$ cat config.mk
export PLATFORM = sky130hd
export DESIGN_NAME = prior_encoder_latched
export DESIGN_NICKNAME = d
export VERILOG_FILES = /design/src/rtl/prior_encoder_latched.sv
export SDC_FILE = /design/constraint.sdc
export NUM_CORES = 1
export LEC_CHECK = 0
export CORE_MARGIN = 1
export CORE_UTILIZATION = 30
export CTS_BUF_LIST = sky130_fd_sc_hd__clkbuf_2 sky130_fd_sc_hd__clkbuf_4 sky130_fd_sc_hd__clkbuf_8
export DETAILED_ROUTE_END_ITERATION = 8
export HOLD_SLACK_MARGIN = 0.15
export SETUP_SLACK_MARGIN = 0.4
export SLEW_MARGIN = 5
export SYNTH_ARGS = -nofsm -noshare
export SYNTH_HDL_FRONTEND = slang
export SYNTH_SLANG_ARGS = --single-unit
$ cat constraint.sdc
create_clock -name clk -period 2.3 [get_ports clk]
set_input_delay 0.69 -clock clk [delete_from_list [all_inputs] [get_ports clk]]
set_output_delay 0.69 -clock clk [all_outputs]
set_load 0.05 [all_outputs]
$ cat src/rtl/prior_encoder_latched.sv
// Latched priority encoder: captures rising edges on N request lines as sticky
// pending bits and grants one at a time on a registered out/flag pair until acked.
module prior_encoder_latched #(
  parameter int N           = 4,
  parameter int OUT_W       = $clog2(N),
  parameter int ROUND_ROBIN = 0
) (
  input  logic             clk,
  input  logic             reset,
  input  logic             enable,
  input  logic [N-1:0]     in,
  input  logic             ack,
  output logic [OUT_W-1:0] out,
  output logic             flag,
  output logic [N-1:0]     pending,
  output logic             overrun
);

  typedef enum logic {IDLE = 1'b0, GRANT = 1'b1} state_t;

  state_t           state_q, state_d;
  logic [N-1:0]     in_q;
  logic [N-1:0]     pending_q, pending_d;
  logic [N-1:0]     rise, clr;
  logic [OUT_W-1:0] out_q, out_d;
  logic [OUT_W-1:0] ptr_q, ptr_d;
  logic [OUT_W-1:0] sel_start, sel;
  logic             overrun_q, overrun_d;
  logic             accept;

  // Scan downward from start-1, wrapping, and return the first set index.
  function automatic logic [OUT_W-1:0] select_req(input logic [N-1:0]     req,
                                                  input logic [OUT_W-1:0] start);
    logic [OUT_W-1:0] pick;
    logic [N-1:0]     sh;
    logic             found;
    int               idx;
    pick  = '0;
    found = 1'b0;
    for (int s = 1; s <= N; s++) begin
      idx = int'(start) - s;
      if (idx < 0) idx += N;
      sh = req >> idx;
      if (!found && sh[0]) begin
        pick  = OUT_W'(idx);
        found = 1'b1;
      end
    end
    return pick;
  endfunction

  always_comb begin
    rise      = in & ~in_q;
    accept    = (state_q == GRANT) && ack && enable;
    clr       = accept ? (N'(1) << out_q) : '0;
    pending_d = (pending_q & ~clr) | rise;
    overrun_d = overrun_q | (|(rise & pending_q & ~clr));
    sel_start = (ROUND_ROBIN != 0) ? ptr_q : '0;
    sel       = select_req(pending_q, sel_start);
  end

  always_comb begin
    state_d = state_q;
    out_d   = out_q;
    ptr_d   = ptr_q;
    case (state_q)
      IDLE: begin
        if (enable && (|pending_q)) begin
          state_d = GRANT;
          out_d   = sel;
        end
      end
      GRANT: begin
        if (!enable) begin
          state_d = IDLE;
        end else if (ack) begin
          state_d = IDLE;
          ptr_d   = out_q;
        end
      end
      default: state_d = IDLE;
    endcase
  end

  // in_q tracks the inputs through reset so lines held high never count as edges.
  always_ff @(posedge clk) begin
    if (reset) begin
      state_q   <= IDLE;
      out_q     <= '0;
      ptr_q     <= '0;
      pending_q <= '0;
      overrun_q <= 1'b0;
      in_q      <= in;
    end else begin
      state_q   <= state_d;
      out_q     <= out_d;
      ptr_q     <= ptr_d;
      pending_q <= pending_d;
      overrun_q <= overrun_d;
      in_q      <= in;
    end
  end

  assign out     = out_q;
  assign flag    = (state_q == GRANT);
  assign pending = pending_q;
  assign overrun = overrun_q;

endmodule

=== After elaboration in Yosys (flattened, before gate mapping) ===
Cells that the tools add are included.

* Mux-type cells: 12
* Shifts and indexed selects: 1
* Reductions and logical operators: 12
* Bitwise logic cells: 9

{| class="wikitable"
|+ Operator list
! operator !! count
|-
| $and A4 B4 Y4 || 4
|-
| $mux W2 || 4
|-
| $not A4 Y4 || 2
|-
| $reduce_or A4 Y1 || 2
|-
| $logic_and A1 B1 Y1 || 6
|-
| $mux W1 || 6
|-
| $mux W4 || 1
|-
| $or A4 B4 Y4 || 1
|-
| $shl A1 B2 Y4 const A || 1
|-
| $logic_not A1 Y1 || 3
|-
| $pmux W1 S2 || 1
|-
| $reduce_and A2 Y1 || 1
|-
| $not A1 Y1 || 1
|-
| $or A1 B1 Y1 || 1
|}

* Register bits: 12
* Input port bits: 8

=== Longest topological paths before layout ===
Gate-level depths: netlist (run 1).

* Word-level depth: 10
* Depth in mapped cells: 4
* Mapped depth without buffers: 4

=== Worst setup path after synthesis (run 1) ===
No wires, ideal clock.

* Path kind: register to register
* From: register state_q, in the netlist flag
* To: register overrun_q, in the netlist overrun
* Library setup time: 130 ps
* Setup slack: 838 ps
* Required time: 2170 ps
* Cell stages (with the launch flop): 5
* Data arrival time: 1331 ps
* Path buffers: 0
* Cells stage by stage: dfxtp_1 -> nand4_1 -> or2_1 -> a41oi_1 -> a31oi_1

* Word-level cells in the longest chain between the ends: 7

{| class="wikitable"
|+ Ends and longest elaborated chain
! element !! line !! text
|-
| start, declared || 21 || <nowiki>state_t state_q, state_d;</nowiki>
|-
| start signal, assigned || 95 || <nowiki>state_q <= state_d;</nowiki>
|-
| $logic_and A1 B1 Y1 (2 in a row) || 54 || <nowiki>accept = (state_q == GRANT) && ack && enable;</nowiki>
|-
| $mux W4 || 55 || <nowiki>clr = accept ? (N'(1) << out_q) : '0;</nowiki>
|-
| $not A4 Y4 || 57 || <nowiki>overrun_d = overrun_q | (|(rise & pending_q & ~clr));</nowiki>
|-
| $and A4 B4 Y4 || 57 ||
|-
| $reduce_or A4 Y1 || 57 ||
|-
| $or A1 B1 Y1 || 57 ||
|-
| end signal, assigned || 99 || <nowiki>overrun_q <= overrun_d;</nowiki>
|-
| end, declared || 28 || <nowiki>logic overrun_q, overrun_d;</nowiki>
|}

No other way between the ends.
A chain may end at the register's enable or synchronous reset.

=== Worst setup path in the final report (run 1) ===
* From: register overrun_q, in the netlist overrun
* To: output overrun

{| class="wikitable"
|+ RTL lines
! element !! line !! text
|-
| end, declared || 16 || <nowiki>output logic overrun</nowiki>
|}

No word-level cell between the ends.

==> results of run 1 <==
## registers in the layout (all words and copies together) (netlist names)
signal,count
out,2
flag,1
pending,4
in_q,4
overrun,1
## routing by layer
layer	share of wire	wire length, µm	vias to the layer above	GRT usage
met5	0	0	-	0
met4	0.022	19	0	0.05000
met3	0.055	48	2	0.06522
met2	0.43	381	10	0.1875
met1	0.49	427	177	0.1556
li1	-	-	198	-
## power by group
group / switching, mW / total [mW] / internal [mW]
Sequential: 0.0139 / 0.237 / 0.223
Clock: 0.0603 / 0.121 / 0.0604
Combinational: 0.0614 / 0.0983 / 0.0369
Total: 0.136 / 0.455 / 0.320
## layout make-up
class                           instances  area [µm²]  area share
Sequential cell                        12       240.2      0.3895
Multi-Input combinational cell         30       205.2      0.3327
Inverter                                2       7.507     0.01217
Tap cell                               15       18.77     0.03043
Clock buffer                            3       22.52     0.03651
Timing Repair Buffer                   15       122.6      0.1988
## kinds of logic (layout without fill, tap and decap cells)
family	after synthesis	count (layout)
AOI/OAI and AO/OA	14	14
DFF	12	12
and+or+nand+nor	16	16
buffers and inverters	3	20
## worst max path at each step
stage,depth (start not counted),slack [ns],to
6_report,1,0.49,overrun
3_5_place_dp,5,0.28,overrun
3_3_place_gp,5,0.32,overrun
5_1_grt,1,0.45,overrun
2_1_floorplan,4,0.84,overrun
4_1_cts,1,0.34,pending[2]
## metrics by stage
step	std cells	util
after floorplan	45	-
after global placement	74	0.4588
after detailed placement	74	0.4588
after CTS	77	0.4717
after global routing	77	0.4569
final	77	0.4569
## cells in the final DEF, fill, tap and decap left out, drive strengths merged
cell	n
dfxtp	12
clkbuf	8
clkdlybuf4s50	7
a21oi	6
o21ai	4
nand2b	3
nand2	3
and2b	3
inv	2
or2	2
nor3	2
nand4b	1
o41ai	1
nand3b	1
nand4	1
a41oi	1
o22a	1
a31oi	1
dlygate4sd2	1
clkdlybuf4s15	1
buf	1
## what timing repair did
| item | in CTS | in global routing |
|---|---|---|
| setup endpoints to repair | 7 | 5 |
| gates resized for setup | 10 | 9 |
| pin swaps | 0 | 0 |
## cell usage after synthesis, types with 2 or more instances
cell | count | share of area
or2_1 | 2 | 0.027
and2b_1 | 2 | 0.033
dfxtp_1 | 12 | 0.53
inv_1 | 2 | 0.016
nand2b_1 | 3 | 0.041
nand2_1 | 3 | 0.025
a21oi_1 | 6 | 0.066
o21ai_0 | 3 | 0.033
==> impl_metrics.json, run 1 <==
{
  "worstSetupPathType": "flop to output pin",
  "power_density_mw_per_mm2": 738.4,
  "fin_skew_ns": 0.006805,
  "synth_top_family_by_area": "simple AND/OR/NAND/NOR gates",
  "synthFlopType": "dfxtp_1",
  "ys_ff_latch": 12,
  "grt_usage": 0.1275,
  "ioPinCount": 16,
  "drt-vias-per-instance": 5.026,
  "cp.required_ns": 1.61,
  "holdCritPathClass": "flop to flop",
  "gp_congestion": 0.6999,
  "synthXorXnorAreaFrac": 0,
  "cp-start-kind": "flop",
  "timing.rr.end": "overrun",
  "synth_compound_area_frac": 0.2219,
  "min_to": "pending[3]",
  "netlist_area_um2": 456.7,
  "finalPower_mw": 0.4555,
  "finalSetupTns_ns": 0,
  "drive_gt1_frac": 0.2097,
  "totalWireLength_um": 876,
  "gr-total-overflow": 0,
  "areaGrowthSynthToFinish_pct": 35.07,
  "fmax_ghz": 0.5519,
  "seq_area_frac_synth": 0.5260,
  "hold_buffers": 0,
  "diodes": 0,
  "core_mm2": 0.001350,
  "synthMuxAreaShare": 0,
  "initial_utilization": 0.3383,
  "initialDrtViolationCount": 5,
  "critPathCaptureType": "output pin",
  "rows": 13,
  "post_drt_wl_per_cell_um": 11.38,
  "final.setup.worst_slack_ns": 0.4882,
  "drv_slew": 0,
  "clock-sinks": 12,
  "drc_errors": 0,
  "crit_fanout": 2,
  "cts-htree-levels": 1,
  "firstDrtPassIters": 2,
  "maxCapViolCount": 0,
  "crit_start": "overrun",
  "antenna_found_initial": 0,
  "worst-r2r-setup-slack_ns": 1.13,
  "final_area_um2": 616.8,
  "rsz0062_at_grt": "false",
  "crit_arrival_ns": 1.12,
  "finalSetupViolations": 0,
  "dieArea_mm2": 0.001682,
  "worstHoldStart": "in_q[3]",
  "synthAdderAreaFrac": 0,
  "cts_tree": "done",
  "fillCellCount": 133,
  "route.vias.total": 387,
  "max-slew-margin-rel": 0.6768,
  "ant_nets": 0,
  "cp_slowest_cell": "dlygate4sd2_1",
  "root_buffer": "clkbuf_4",
  "outcome": "complete, no violations",
  "ys.warnings.count": 0,
  "grt_max_degree": 9,
  "path_cells": "dlygate4sd2_1",
  "slowest_delay_ns": 0.53,
  "synth_cell_types": 20,
  "numCtsBuffers": 3,
  "worstReg2RegStart": "flag",
  "syn_avg_cell_area_um2": 10.15,
  "nNetsFinal": 72,
  "power.leakage_nw": 0.2407,
  "hold_depth": 3,
  "pre_cts_ws_ns": 0.2757,
  "hold_viol": 0,
  "cts_buffer_depth": 2,
  "period_minus_slack_ns": 1.812,
  "ff2ff_path_depth": 4,
  "worstMarginPinSlew_ns": 0.4868,
  "post-cts-setup-buffer-count": 0,
  "cp.buffers_inverters": 1,
  "io_buffers": 15,
  "clk_latency_ns": 0.26,
  "timing.hold.ws_ns": 0.5055,
  "die_w_um": 41.02,
  "syn_nets": 53,
  "synth_edf_count": 0,
  "ys_async_sr_fraction": 0,
  "synth_simple_gate_area_frac": 0.2274,
  "grt_pass1_wl_mm": 1.331,
  "crit_family": "buffers and inverters",
  "dieHeight_um": 41.02,
  "period_share": 0.7877,
  "grt_pass1_vias": 336,
  "syn_inst": 45,
  "place_area_um2": 619.3,
  "path_clk_slew_ns": 0.07,
  "dp_hpwl_um": 685.3,
  "ir_drop_mv": 0.3858
}
(Power assumes the default switching activity.)
==> run 2, diff against run 1 <==
- clock period: 2.3 -> 1.45 ns (I/O delays scaled with it)
==> run 2 against run 1 <==
- utilization grew 19 points
- clock skew up 0.012 ns
- critical path depth did not move
- worst hold slack lost 0.011 ns
- setup slack got worse by 0.28 ns
- combinational power rose to 2.6 times the previous value
==> impl_metrics.json, run 2 (same netlist as run 1, synthesis figures left out) <==
{
  "timing.rr.end": "overrun",
  "clock-sinks": 12,
  "slowest_delay_ns": 0.39,
  "final_core_util": 0.6469,
  "maxCapViolCount": 0,
  "worstMarginPinSlew_ns": 0.3826,
  "crit_arrival_ns": 0.81,
  "initialDrtViolationCount": 7,
  "post_drt_wl_per_cell_um": 13.39,
  "numCtsBuffers": 3,
  "cp_slowest_cell": "dfxtp_4",
  "gp_congestion": 0.7239,
  "cts-htree-levels": 1,
  "final.setup.worst_slack_ns": 0.2062,
  "final_area_um2": 873.3,
  "dieHeight_um": 41.02,
  "drive_gt1_frac": 0.5417,
  "holdCritPathClass": "flop to flop",
  "critPathCaptureType": "output pin",
  "drv_slew": 0,
  "initial_utilization": 0.3383,
  "firstDrtPassIters": 2,
  "worstSetupPathType": "flop to output pin",
  "crit_family": "flip-flops",
  "max-slew-margin-rel": 0.7441,
  "layout_common_cells": "buf_12, dfxtp_4, buf_4",
  "finalSetupViolations": 0,
  "cp.buffers_inverters": 1,
  "period_minus_slack_ns": 1.244,
  "die_w_um": 41.02,
  "power_density_mw_per_mm2": 1005,
  "rsz0062_at_grt": "true",
  "root_buffer": "clkbuf_4",
  "areaGrowthSynthToFinish_pct": 91.23,
  "hold_depth": 2,
  "min_to": "pending[1]",
  "gr-total-overflow": 0,
  "fillCellCount": 110,
  "final_common_cell": "buf_12",
  "hold_viol": 0,
  "cp-start-kind": "flop",
  "nNetsFinal": 81,
  "fmax_ghz": 0.8040,
  "crit_fanout": 3,
  "path_clk_slew_ns": 0.08,
  "grt_usage": 0.1876,
  "pre_cts_ws_ns": -0.3019,
  "grt_max_degree": 9,
  "cp.required_ns": 1.02,
  "period_share": 0.8578,
  "cts_buffer_depth": 2,
  "clk_latency_ns": 0.28,
  "drt-vias-per-instance": 5.057,
  "ir_drop_mv": 0.6996,
  "finalPower_mw": 0.8778,
  "worstReg2RegStart": "flag",
  "ff2ff_path_depth": 5,
  "power.leakage_nw": 0.3351,
  "worst-r2r-setup-slack_ns": 0.22,
  "route.vias.total": 440,
  "fin_skew_ns": 0.01876,
  "grt_pass1_wl_mm": 1.918,
  "dieArea_mm2": 0.001682,
  "path_cells": "buf_12",
  "rows": 13,
  "dp_hpwl_um": 718.4,
  "place_area_um2": 745.7,
  "grt_pass1_vias": 425,
  "drc_errors": 0,
  "outcome": "complete, no violations",
  "diodes": 0,
  "cts_tree": "done",
  "finalSetupTns_ns": 0,
  "ant_nets": 0,
  "core_mm2": 0.001350,
  "ioPinCount": 16,
  "antenna_found_initial": 0,
  "io_buffers": 15,
  "totalWireLength_mm": 1.165,
  "worstHoldStart": "in_q[1]"
}
[run 2: worst max-delay path by stage]
stage                    start    endpoint  depth (start not counted)
floorplan                 flag     overrun                          4
global placement        enable     overrun                          5
detailed placement      enable     overrun                          5
CTS                 pending[3]  pending[3]                          1
global route        pending[3]  pending[3]                          1
finish              pending[3]  pending[3]                          1
[run 2: per-stage QoR]
step           hold WS [ns]  std cells
2_1_floorplan        0.4627         45
3_3_place_gp         0.4857         76
3_5_place_dp         0.4896         76
4_1_cts              0.4976         86
5_1_grt              0.5247         87
6_report             0.4944         87
[run 2: power by group]
part | total, mW | switching, mW | internal (mW) | leakage [nW]
Clock | 0.239 | 0.114 | 0.125 | 0.0184
Sequential | 0.380 | 0.0288 | 0.352 | 0.105
Combinational | 0.259 | 0.119 | 0.139 | 0.212
Total | 0.878 | 0.262 | 0.616 | 0.335
[run 2: layout make-up]
cell class,instances,area (µm²),share of cell area
clock buffers,4,30.03,0.03438
inverters,2,7.507,0.008596
multi-input cells,30,235.2,0.2693
flip-flops and latches,12,270.3,0.3095
well taps,15,18.77,0.02149
repair buffers,24,311.5,0.3567
[run 2: metal layers]
| layer | vias to the layer above | part of all wire | global-route usage |
|---|---|---|---|
| met5 | - | 0 | 0 |
| met4 | 0 | 0.023 | 0.1000 |
| met3 | 4 | 0.046 | 0.08152 |
| met2 | 12 | 0.49 | 0.2891 |
| met1 | 210 | 0.44 | 0.2159 |
| li1 | 214 | - | - |
[run 2: worst register-to-register path, delay by kind of cell (launching register included)]
kind | cells | cell delay, ns
AOI/OAI and AO/OA | 3 | 0.44
DFF | 1 | 0.38
buffers and inverters | 1 | 0.11
and+or+nand+nor | 1 | 0.18
[run 2: what timing repair did]
action	in CTS	in global routing
hold buffers	0	0
gates resized for setup	10	4
setup endpoints to repair	16	15
buffers inserted	6	1
pin swaps	2	3
gates cloned	0	0
==> run 3, diff against run 2 <==
- clock period: 1.45 -> 1.5 ns (I/O delays scaled with it)
==> run 3 against run 2 <==
- sequential share of layout area increased by 1.5 points
- cell count fell by 2.3%
- setup slack better by 0.049 ns
- routed wire length is 18% lower
- die area stayed put
- clock power shrank 8%
- worst hold slack worse by 0.0036 ns
- count of clock-buffer cells in the layout unchanged
- total power shrank 7.0%
- critical path type unchanged
==> impl_metrics.json, run 3 (same netlist as run 1, synthesis figures left out) <==
{
  "ant_nets": 0,
  "cts_tree": "done",
  "rows": 13,
  "final.setup.worst_slack_ns": 0.2552,
  "gp_congestion": 0.7677,
  "ioPinCount": 16,
  "grt_usage": 0.1464,
  "maxCapViolCount": 0,
  "clk_latency_ns": 0.27,
  "power.leakage_nw": 0.3187,
  "antenna_found_initial": 0,
  "drive_gt1_frac": 0.4714,
  "initialDrtViolationCount": 3,
  "io_buffers": 15,
  "diodes": 0,
  "crit_family": "flip-flops",
  "path_cells": "buf_12",
  "fmax_ghz": 0.8033,
  "cts-htree-levels": 1,
  "holdCritPathClass": "flop to flop",
  "post_drt_wl_per_cell_um": 11.31,
  "crit_arrival_ns": 0.79,
  "worst-r2r-setup-slack_ns": 0.31,
  "fillCellCount": 111,
  "grt_pass1_wl_mm": 1.476,
  "slowest_delay_ns": 0.39,
  "grt_pass1_vias": 338,
  "drt-vias-per-instance": 4.647,
  "hold_buffers": 0,
  "dp.cells": 77,
  "layout_common_cells": "dfxtp_4, buf_12, buf_4",
  "areaGrowthSynthToFinish_pct": 82.47,
  "dieArea_mm2": 0.001682,
  "crit_fanout": 3,
  "worstSetupPathType": "flop to output pin",
  "root_buffer": "clkbuf_4",
  "hold_viol": 0,
  "drc_errors": 0,
  "power_density_mw_per_mm2": 979.4,
  "multi_input_area_um2": 220.2,
  "finalPower_mw": 0.8161,
  "cts_buffer_depth": 2,
  "seq_area_um2": 270.3,
  "cp.required_ns": 1.05,
  "firstDrtPassIters": 4,
  "path_clk_slew_ns": 0.07,
  "final_core_util": 0.6172,
  "fin_skew_ns": 0.006683,
  "worstMarginPinSlew_ns": 0.3462,
  "gr-total-overflow": 0,
  "pre_cts_ws_ns": -0.2483,
  "finalSetupViolations": 0,
  "cp-start-kind": "flop",
  "ir_drop_mv": 0.6397,
  "numCtsBuffers": 3,
  "dieHeight_um": 41.02,
  "core_mm2": 0.001350,
  "drv_slew": 0,
  "cp_slowest_cell": "dfxtp_4",
  "rsz0062_at_grt": "true",
  "critPathCaptureType": "output pin",
  "max-slew-margin-rel": 0.7685,
  "route.vias.total": 395,
  "grt_max_degree": 9,
  "period_minus_slack_ns": 1.245,
  "totalWireLength_um": 961,
  "finish.cell_count_without_fillers": 85,
  "cp.buffers_inverters": 1,
  "clock-sinks": 12,
  "nNetsFinal": 79,
  "initial_utilization": 0.3383,
  "die_w_um": 41.02,
  "outcome": "complete, no violations",
  "period_share": 0.8299
}
-- run 3: report_power, final --
group	internal (mW)	leakage (nW)	total [mW]	switching [mW]
sequential	0.340	0.105	0.367	0.0270
clock	0.121	0.0184	0.220	0.0985
combinational	0.124	0.195	0.230	0.106
total	0.585	0.319	0.816	0.231
-- run 3: layout make-up --
type,instances,share of cell area
inverter,2,0.009009
timing repair buffer,22,0.3438
clock buffer,4,0.03604
sequential,12,0.3243
tap,15,0.02252
multi-input combinational,30,0.2643
-- run 3: path summary, 6_finish.rpt --
kind / startpoint / end / depth (start not counted)
max: pending[0] / pending[0] / 1
min: in_q[1] / pending[1] / 2
max reg2reg: pending[0] / out[1] / 4
min reg2reg: in_q[1] / pending[1] / 2
-- run 3: routing by layer --
| layer | global-route usage | routed length (µm) |
|---|---|---|
| met1 | 0.1513 | 456 |
| met2 | 0.2344 | 433 |
| met3 | 0.08152 | 53 |
| met4 | 0.07500 | 17 |
| met5 | 0 | 0 |
-- run 3: through the flow --
step / setup TNS (ns) / area, µm² / hold slack, ns
after floorplan: 0 / 485.5 / 0.4650
after global placement: -0.9499 / 753.2 / 0.4875
after detailed placement: -1.044 / 753.2 / 0.4862
after CTS: 0 / 823.3 / 0.4942
after global routing: 0 / 833.3 / 0.5076
final: 0 / 833.3 / 0.4909
-- run 3: what timing repair did --
action / CTS / global route
gates cloned: 0 / 0
endpoints found under the setup margin: 16 / 15
gates resized for setup: 8 / 4
setup buffers: 4 / 0
pin swaps: 4 / 4
